File: src/rtl/nf10_axis_checker_pkg.sv
// nf10_axis_checker_pkg: shared types and constants for the AXIS test-packet checker.
package nf10_axis_checker_pkg;
   typedef enum logic [1:0] {IDLE, PKT, DRAIN} state_t;
   localparam logic [2:0] ERR_NONE  = 3'd0;
   localparam logic [2:0] ERR_STRB  = 3'd1;
   localparam logic [2:0] ERR_TUSER = 3'd2;
   localparam logic [2:0] ERR_EARLY = 3'd3;
   localparam logic [2:0] ERR_OVER  = 3'd4;
   localparam logic [2:0] ERR_DATA  = 3'd5;
   localparam logic [63:0] HDR_WORD0 = 64'hEFBEFECAFECAFECA;
   localparam logic [63:0] HDR_WORD1 = 64'h00000008EFBEEFBE;
   localparam logic [127:0] TUSER_EXPECT = 128'hCAFEBEEFDEADCAFE;
   localparam logic [15:0] LFSR_SEED = 16'hACE1;
   localparam logic [15:0] LFSR_TAPS = 16'hD008;
   // Header bytes first, then payload word n carries n in every byte.
   function automatic logic [7:0] exp_byte(input logic [16:0] j, input logic [63:0] h0, input logic [63:0] h1);
      return j < 17'd8 ? h0[{j[2:0], 3'b000} +: 8] : j < 17'd16 ? h1[{j[2:0], 3'b000} +: 8] : 8'((j - 17'd16) >> 3);
   endfunction
endpackage

File: src/rtl/nf10_lfsr16.sv
// nf10_lfsr16: free-running 16-bit Fibonacci LFSR (taps 16,15,13,4).
module nf10_lfsr16
   import nf10_axis_checker_pkg::*;
(
   input  logic clk,
   input  logic rst,
   output logic out
);
   logic [15:0] lfsr_q, lfsr_d;
   always_comb lfsr_d = {lfsr_q[14:0], ^(lfsr_q & LFSR_TAPS)};
   always_ff @(posedge clk or posedge rst) begin
      if (rst) lfsr_q <= LFSR_SEED;
      else lfsr_q <= lfsr_d;
   end
   assign out = lfsr_q[0];
endmodule

File: config.mk
export PLATFORM = sky130hd
export DESIGN_NAME = nf10_lfsr16
export DESIGN_NICKNAME = d
export VERILOG_FILES = /design/src/rtl/nf10_axis_checker_pkg.sv /design/src/rtl/nf10_lfsr16.sv
export SDC_FILE = /design/constraint.sdc
export NUM_CORES = 1
export LEC_CHECK = 0
export CORE_MARGIN = 3
export CORE_UTILIZATION = 30
export CTS_CLUSTER_DIAMETER = 50
export CTS_CLUSTER_SIZE = 16
export DETAILED_ROUTE_END_ITERATION = 10
export GPL_ROUTABILITY_DRIVEN = 0
export PLACE_DENSITY = 0.51
export SYNTH_ARGS = -nofsm -noshare
export SYNTH_HDL_FRONTEND = slang
export SYNTH_SLANG_ARGS = --single-unit
File: constraint.sdc
create_clock -name clk -period 0.91 [get_ports clk]
set_input_delay 0.2275 -clock clk [delete_from_list [all_inputs] [get_ports clk]]
set_output_delay 0.2275 -clock clk [all_outputs]
set_load 0.1 [all_outputs]
==> run summary, run 1 <==
Hold Fails Final Rpt: 0
Chip Width: 44.32 microns
Worst Tran Pin Value: 0.1727 ns
Grt ovf: 0
H-tree level count: 1
Max rail drop VDD: 0.001013 V
Clk slew on worst S/H paths: 0.09 ns
Share of cells above drive strength 1: 64.29%
DR vias: 164
Root Buffer: clkbuf_4
RSZ-0062 raised after global routing: true
Clock Path Buffers: 2
Status: finished, violations left
Peak Freq: 766.3 MHz
Total track usage: 7.745%
Placed inst area: 513.0 sq um
# IOs: 3
Initial antenna violation count: 0
Failing checks: negative setup slack
Synth top area share: 47.73%
Number of routed nets with antenna violations: 0
Reg with most FFs: lfsr_q
Die footprint: 1964 sq um
CP peak stage delay: 0.63 ns
Inserted Clock Buffers: 3
CP startpoint kind: flip-flop
Utilization after layout: 43.43%
Worst path bufs/invs: 1
Reg2Reg Launch Point: lfsr_q[15]
Critical Path End Type: output port
Syn avg cell area: 22.02 sq um
Synth Register Bits: 16
Starting DRC count in detailed routing: 2
Proportion of synthesized area in mux cells: 0%
Vias in the first global route: 190
CTS sink cnt: 16
Post-Synth XOR/XNOR Area: 5.966%
Placed insts: 38
IO Port Bufs: 2
Hold_buf cts: 0
Biggest regs: lfsr_q x16
Layout area overhead: 31.53%
Max-cap violations: 0
Fin cells: 43
Hold WC Path Type: in2async
YS warnings: 0
Clk Latency, worst-skew pair: 0.28 ns
Nets@finish: 31
Ys async rst share: 100.0%
Final setup fails: 1
Synth area leaders: dfstp_2 (48%), dfrtp_1 (45%), xnor2_1 (4.0%), xor2_1 (2.0%), inv_1 (0.85%)
Reg2Reg Depth: 2
CTS tree: built
Cell family with most CP delay: flip-flops
# diodes: 0
Final period util: 143.4%
# DRC: 0
Tmin final: 1.305 ns
Post-Syn Area: 440.4 sq um
Leak: 0.2705 nW
Crit path DAT: 1.08 ns
Most common flop cell mapped by yosys: dfstp_2
Worst Clk Skew: 0.005149 ns
Synth Area in Compound Gates: 0%
Finished layout cell area: 579.3 sq um
WP depth: 1
Largest net degree at the start of global routing: 17
Worst Slack Setup Final: -0.3950 ns
Core box area: 1334 sq um
Final wirelength: 540 microns
Number of flops mapped to enable cells by yosys: 0
Pre-CTS setup slack: -0.09538 ns
Slew HR: 88.43%
Pins over their slew limit: 0
Critical path class: reg2out
Largest fanout on the critical path: 2
1st-pass router iterations: 2
Cells after synthesis: 20
Worst EP required: 0.68 ns
Critical path, cell by cell: buf_12
First-pass GRT wire length: 938 microns
Largest register FFs: 16
Syn Nets: 22
PwrDens: 2040 nW/um^2
Synthesized-area fraction occupied by adder cells: 0%
Placement Rows: 13
Chip height: 44.32 microns
Vias/cell: 3.814
Largest family of logic cells by synthesized area: XOR/XNOR gates
Synth area leader: dfstp_2
Register area share after synthesis: 93.18%
Initial Util: 33.02%
Synth cell types: 5
Post-synth top cells: dfrtp_1 (8), dfstp_2 (8), xnor2_1 (2)
Crit path from: lfsr_q[0]
Critical-path top delay cell: dfstp_4
WL/cell: 12.56 microns
Simple-Gate Fraction of Synth Area: 0%
==> kinds of logic (layout without fill, tap and decap cells) <==
kind of cell  after synthesis  after routing
xor+xnor                    3              3
buf+inv                     1              9
flops                      16             16
==> report_power, final <==
part           switching (mW)  internal [mW]  total (mW)
sequential                  0          0.712       0.712
clock                   0.199          0.243       0.443
combinational          0.0144         0.0127      0.0271
==> stage by stage <==
| step | hold slack (ns) | power, mW | TNS, ns |
|---|---|---|---|
| after detailed placement | 0.3362 | 0.7529 | -0.09538 |
| after global placement | 0.3367 | 0.7519 | -0.09105 |
| after global routing | 0.2608 | 1.252 | -0.4423 |
| after CTS | 0.2354 | 1.211 | -0.4173 |
| final | 0.2477 | 1.182 | -0.3950 |
| after floorplan | 0.1355 | 0.7350 | -0.08046 |
==> worst paths after layout <==
kind                               to  slack [ns]
min reg2reg                lfsr_q[10]        0.35
min                        lfsr_q[14]        0.25
max                               out       -0.39
max reg2reg                 lfsr_q[0]        0.02
max in group asynchronous   lfsr_q[7]        0.46
min in group clk           lfsr_q[10]        0.35
==> layer usage <==
layer | up-vias | track usage, % | share of wire [%]
met2 | 6 | 7.849 | 41
met4 | 0 | 5.422 | 0
met5 | - | 0 | 0
met1 | 84 | 10.42 | 52
met3 | 0 | 6.098 | 6.9
li1 | 74 | - | -
==> timing repair <==
action,4_1_cts,5_1_grt
pin swaps,2,1
gates cloned,0,0
resized for setup,1,2
setup endpoints to repair,2,2
buffers inserted,0,1
==> layout make-up <==
cell class,count,area [sq um]
sequential,16,414.1
tap,15,18.77
multi-input combinational,3,48.80
timing repair buffer,4,57.56
inverter,1,3.754
clock buffer,4,36.28
fill,125,754.5
==> placed cells by master (no fill, tap or decap), drive strengths merged <==
master         n
xnor2          2
inv            1
xor2           1
buf            3
clkbuf         4
clkdlybuf4s50  1
dfstp          8
dfrtp          8
Note: power is estimated with default switching activity, not from simulation.
==> inputs of run 2 (changes only) <==
--- a/config.mk
+++ b/config.mk
@@ -5,12 +5,12 @@
 export SDC_FILE = /design/constraint.sdc
 export NUM_CORES = 1
 export LEC_CHECK = 0
-export CORE_MARGIN = 3
 export CORE_UTILIZATION = 30
 export CTS_CLUSTER_DIAMETER = 50
 export CTS_CLUSTER_SIZE = 16
 export DETAILED_ROUTE_END_ITERATION = 10
 export GPL_ROUTABILITY_DRIVEN = 0
+export HOLD_SLACK_MARGIN = 0.02
 export PLACE_DENSITY = 0.51
 export SYNTH_ARGS = -nofsm -noshare
 export SYNTH_HDL_FRONTEND = slang
==> run 2 against run 1 <==
  * The flow still finishes with violations (negative setup slack)
  * Worst setup slack worse by 0.0014 ns
  * Final cell count down 2.3%
  * Maximum frequency down 0.11%
  * Count of clock-buffer cells in the layout unchanged
  * Combinational power about the same
  * Sequential power about the same
  * Largest power group unchanged
  * Die area down 17%
  * Core utilization down 1.1 points
  * Highest routed layer is now met4
  * Hold slack about the same
  * Largest cell class unchanged
  * Global-route usage up 2.9 points
==> run summary, run 2 (synthesis gave the netlist of run 1 again) <==
Final period util: 143.6%
Largest register FFs: 16
Switching share of power: 18.36%
Max-cap violations: 0
Leak: 0.2655 nW
Placement Rows: 13
# diodes: 0
Crit path DAT: 1.08 ns
DR vias: 166
Clock Path Buffers: 2
Share of cells above drive strength 1: 59.26%
Multi-input gate area: 41.29 sq um
IO Port Bufs: 2
Chip Width: 40.32 microns
Pins over their slew limit: 0
Tmin final: 1.306 ns
Worst Tran Pin Value: 0.2340 ns
R2r setup slk: 0.02 ns
PwrDens: 2101 nW/um^2
Total track usage: 10.65%
# fillers: 129
Worst EP required: 0.68 ns
Nets@finish: 30
Hold WC Path Type: in2async
Met3 wire length: 50 microns
Setup bufs post-CTS: 0
Layout area overhead: 28.13%
WL/cell: 12.38 microns
First-pass GRT wire length: 924 microns
# DRC: 0
Max rail drop VDD: 0.001617 V
CP peak stage delay: 0.63 ns
Critical-path top delay cell: dfstp_4
Critical Path End Type: output port
Reg2reg end: lfsr_q[0]
Peak Freq: 765.4 MHz
Reg2Reg Depth: 2
Register area: 414.1 sq um
Worst Slack Setup Final: -0.3964 ns
Biggest regs: lfsr_q x16
Status: finished, violations left
Critical path, cell by cell: buf_12
HPWL Detailed: 314.3 microns
Reg2Reg Launch Point: lfsr_q[15]
Initial antenna violation count: 0
Sequential Power Share: 60.1%
Combinational Power Share: 2.3%
Chip height: 40.32 microns
Starting DRC count in detailed routing: 0
Clk slew on worst S/H paths: 0.09 ns
Reg with most FFs: lfsr_q
Final setup fails: 1
Cell family with most CP delay: flip-flops
RSZ-0062 raised after global routing: true
Hold WS: 0.2473 ns
Worst path bufs/invs: 1
Root Buffer: clkbuf_4
Inserted Clock Buffers: 3
Clock power share: 37.7%
Final wirelength: 520 microns
Vias in the first global route: 195
Vias/cell: 3.952
End of the critical path: out
Most frequent cells in the layout: dfrtp_1 (8), dfstp_2 (7), clkbuf_4 (3), xnor2_2 (2), buf_12 (2)
Initial Util: 33.02%
CTS tree: built
Largest net degree at the start of global routing: 17
Largest fanout on the critical path: 2
CTS sink cnt: 16
Number of routed nets with antenna violations: 0
Slew HR: 84.35%
Die footprint: 1625 sq um
# IOs: 3
Placed inst area: 513.0 sq um
Grt ovf: 0
Failing checks: negative setup slack
Sw power: 217.6 uW
P_int: 968.1 uW
1st-pass router iterations: 1
WP depth: 1
Worst Clk Skew: 0.001675 ns
Most common cell after layout, fill and taps aside: dfrtp_1
Core box area: 1334 sq um
Crit path from: lfsr_q[0]
CP startpoint kind: flip-flop
H-tree level count: 1
Critical path class: reg2out
Clk Latency, worst-skew pair: 0.28 ns
DR top layer: met4
Hold Fails Final Rpt: 0
Finished layout cell area: 564.3 sq um
M1 WL: 252 microns
Met2 wire len: 210 microns
run 2: power groups by stage:
stage	logic, mW	clock network, mW	registers (mW)
floorplan	0.0104	0	0.725
global placement	0.0273	0	0.725
detailed placement	0.0285	0	0.725
CTS	0.0287	0.470	0.712
global route	0.0300	0.503	0.712
finish	0.0271	0.447	0.712
run 2: how the worst min path moves through the flow:
stage | from | endpoint | slack [ns] | cells past startpoint
floorplan | rst | lfsr_q[12] | 0.14 | 1
global placement | lfsr_q[2] | lfsr_q[3] | 0.34 | 0
detailed placement | lfsr_q[8] | lfsr_q[9] | 0.34 | 0
CTS | rst | lfsr_q[14] | 0.24 | 3
global route | rst | lfsr_q[14] | 0.24 | 3
finish | rst | lfsr_q[14] | 0.25 | 3
run 2: through the flow:
| step | setup TNS (ns) | utilization (%) | cells | power, mW | setup slack, ns |
|---|---|---|---|---|---|
| 2_1_floorplan | -0.08046 | - | 20 | 0.7350 | -0.08046 |
| 3_3_place_gp | -0.09058 | 38.46 | 38 | 0.7519 | -0.09058 |
| 3_5_place_dp | -0.09493 | 38.46 | 38 | 0.7531 | -0.09493 |
| 4_1_cts | -0.4161 | 41.74 | 42 | 1.211 | -0.4080 |
| 5_1_grt | -0.4463 | 42.31 | 42 | 1.245 | -0.4285 |
| 6_report | -0.3964 | 42.31 | 42 | 1.186 | -0.3964 |
run 2: routing by layer:
layer,GRT usage (%),up-vias
met4,5.000,0
li1,-,72
met5,0,-
met3,10.00,2
met1,11.72,87
met2,13.71,5
run 2: what timing repair did:
item | 4_1_cts | 5_1_grt
gates cloned | 0 | 0
endpoints found under the setup margin | 2 | 2
hold buffers | 0 | 0
pin swaps | 2 | 1
resized for setup | 1 | 1
run 2: area by class of cell:
cell class	count	area share, %
Tap cell	15	3.326
Timing Repair Buffer	3	8.869
Inverter	1	0.6652
Multi-Input combinational cell	3	7.317
Clock buffer	4	6.430
Sequential cell	16	73.39
==> inputs of run 3 (changes only) <==
--- a/config.mk
+++ b/config.mk
@@ -5,6 +5,7 @@
 export SDC_FILE = /design/constraint.sdc
 export NUM_CORES = 1
 export LEC_CHECK = 0
+export CORE_MARGIN = 2
 export CORE_UTILIZATION = 30
 export CTS_CLUSTER_DIAMETER = 50
 export CTS_CLUSTER_SIZE = 16
==> run 3 against run 2 <==
  * The run still ends with negative setup slack left
  * Clock skew increased by 0.0041 ns
  * Design area up 2.7%
  * Combinational power about the same
  * Hold slack got worse by 0.0067 ns
  * Worst setup slack about the same
  * Via count grew 4.2%
  * Global-route usage down 2.2 points
  * Power about the same
  * Die area rose by 10%
  * Final cell count up 2.4%
  * Clock power about the same
  * Count of clock-buffer cells in the layout stayed put
  * Critical endpoint unchanged
  * Largest power group unchanged
==> run summary, run 3 (synthesis gave the netlist of run 1 again) <==
1st-pass router iterations: 2
WL/cell: 12.02 microns
DR vias: 173
Switching share of power: 18.40%
Chip height: 42.32 microns
# DRC: 0
Cell family with most CP delay: flip-flops
RSZ-0062 raised after global routing: true
Clock Path Buffers: 2
Critical Path End Type: output port
Sw power: 218.3 uW
# diodes: 0
P_int: 968.3 uW
Critical path, cell by cell: buf_12
Initial antenna violation count: 0
Vias/cell: 4.023
Worst Tran Pin Value: 0.1735 ns
Hold Fails Final Rpt: 0
Tmin final: 1.307 ns
CTS sink cnt: 16
Worst Slack Setup Final: -0.3969 ns
IO Port Bufs: 2
# IOs: 3
Worst EP required: 0.68 ns
Tot Pwr: 1.187 mW
Peak Freq: 765.1 MHz
Max rail drop VDD: 0.001013 V
Slew HR: 88.38%
Worst Clk Skew: 0.005730 ns
Fin cells: 43
Critical-path top delay cell: dfstp_4
Clock power share: 37.7%
Hold WC Path Type: in2async
Placement Rows: 13
Leak: 0.2705 nW
Most common cell after layout, fill and taps aside: dfrtp_1
CP peak stage delay: 0.63 ns
Placed inst area: 513.0 sq um
Grt ovf: 0
Most frequent cells in the layout: dfrtp_1 (8), dfstp_2 (7), clkbuf_4 (3), xnor2_2 (2), buf_12 (2)
PwrDens: 2048 nW/um^2
Core box area: 1334 sq um
Die footprint: 1791 sq um
Critical path class: reg2out
Largest net degree at the start of global routing: 17
Final period util: 143.6%
Utilization after layout: 43.43%
Crit path DAT: 1.08 ns
Combinational Power Share: 2.3%
Total track usage: 8.401%
Biggest regs: lfsr_q x16
CTS tree: built
Largest register FFs: 16
Finished layout cell area: 579.3 sq um
Layout area overhead: 31.53%
First-pass GRT wire length: 972 microns
Root Buffer: clkbuf_4
Pins over their slew limit: 0
Max-cap violations: 0
Largest fanout on the critical path: 2
CP startpoint kind: flip-flop
Chip Width: 42.32 microns
Vias in the first global route: 199
Final setup fails: 1
Final wirelength: 517 microns
Sequential Power Share: 60.0%
Initial Util: 33.02%
Reg with most FFs: lfsr_q
Number of routed nets with antenna violations: 0
Status: finished, violations left
Nets@finish: 31
Clk slew on worst S/H paths: 0.09 ns
Clk Latency, worst-skew pair: 0.28 ns
Starting DRC count in detailed routing: 1
Failing checks: negative setup slack
Share of cells above drive strength 1: 64.29%
Inserted Clock Buffers: 3
H-tree level count: 1
Placed insts: 38
Worst path bufs/invs: 1
-- run 3: worst paths after layout --
check                           start         end  slack [ns]  cells after the start
max                         lfsr_q[0]         out       -0.40                      1
min                               rst  lfsr_q[12]        0.24                      3
max reg2reg                lfsr_q[15]   lfsr_q[0]        0.02                      2
min reg2reg                 lfsr_q[9]  lfsr_q[10]        0.35                      0
max in group asynchronous         rst   lfsr_q[6]        0.46                      3
min in group clk            lfsr_q[9]  lfsr_q[10]        0.35                      0
-- run 3: routing by layer --
layer  vias to the layer above  wire, microns  GRT usage [%]
met3                         4             40          6.897
li1                         75              -              -
met2                         5            205          9.846
met5                         -              0              0
met1                        89            256          10.00
met4                         0             14          5.625
-- run 3: power by group through the flow --
stage               clock, mW  sequential (mW)  combinational (mW)
floorplan                   0            0.725              0.0104
global placement            0            0.725              0.0273
detailed placement          0            0.725              0.0283
CTS                     0.471            0.712              0.0284
global route            0.517            0.712              0.0302
finish                  0.447            0.712              0.0272
-- run 3: cell type report --
class / instances / area (sq um)
tap: 15 / 18.77
clock buffer: 4 / 36.28
multi-input combinational: 3 / 48.80
inverter: 1 / 3.754
timing repair buffer: 4 / 57.56
sequential: 16 / 414.1
fill: 122 / 754.5
-- run 3: repair_timing --
action                                  4_1_cts  5_1_grt
setup buffers                                 0        1
endpoints found under the setup margin        2        2
resized for setup                             1        2
hold buffers                                  0        0
pin swaps                                     2        1
-- run 3: through the flow --
step	hold WS, ns	setup WS (ns)	setup TNS, ns
3_5_place_dp	0.3362	-0.09396	-0.09396
2_1_floorplan	0.1355	-0.08046	-0.08046
6_report	0.2406	-0.3969	-0.3969
3_3_place_gp	0.3367	-0.09120	-0.09120
5_1_grt	0.2347	-0.4424	-0.4424
4_1_cts	0.2353	-0.4126	-0.4174
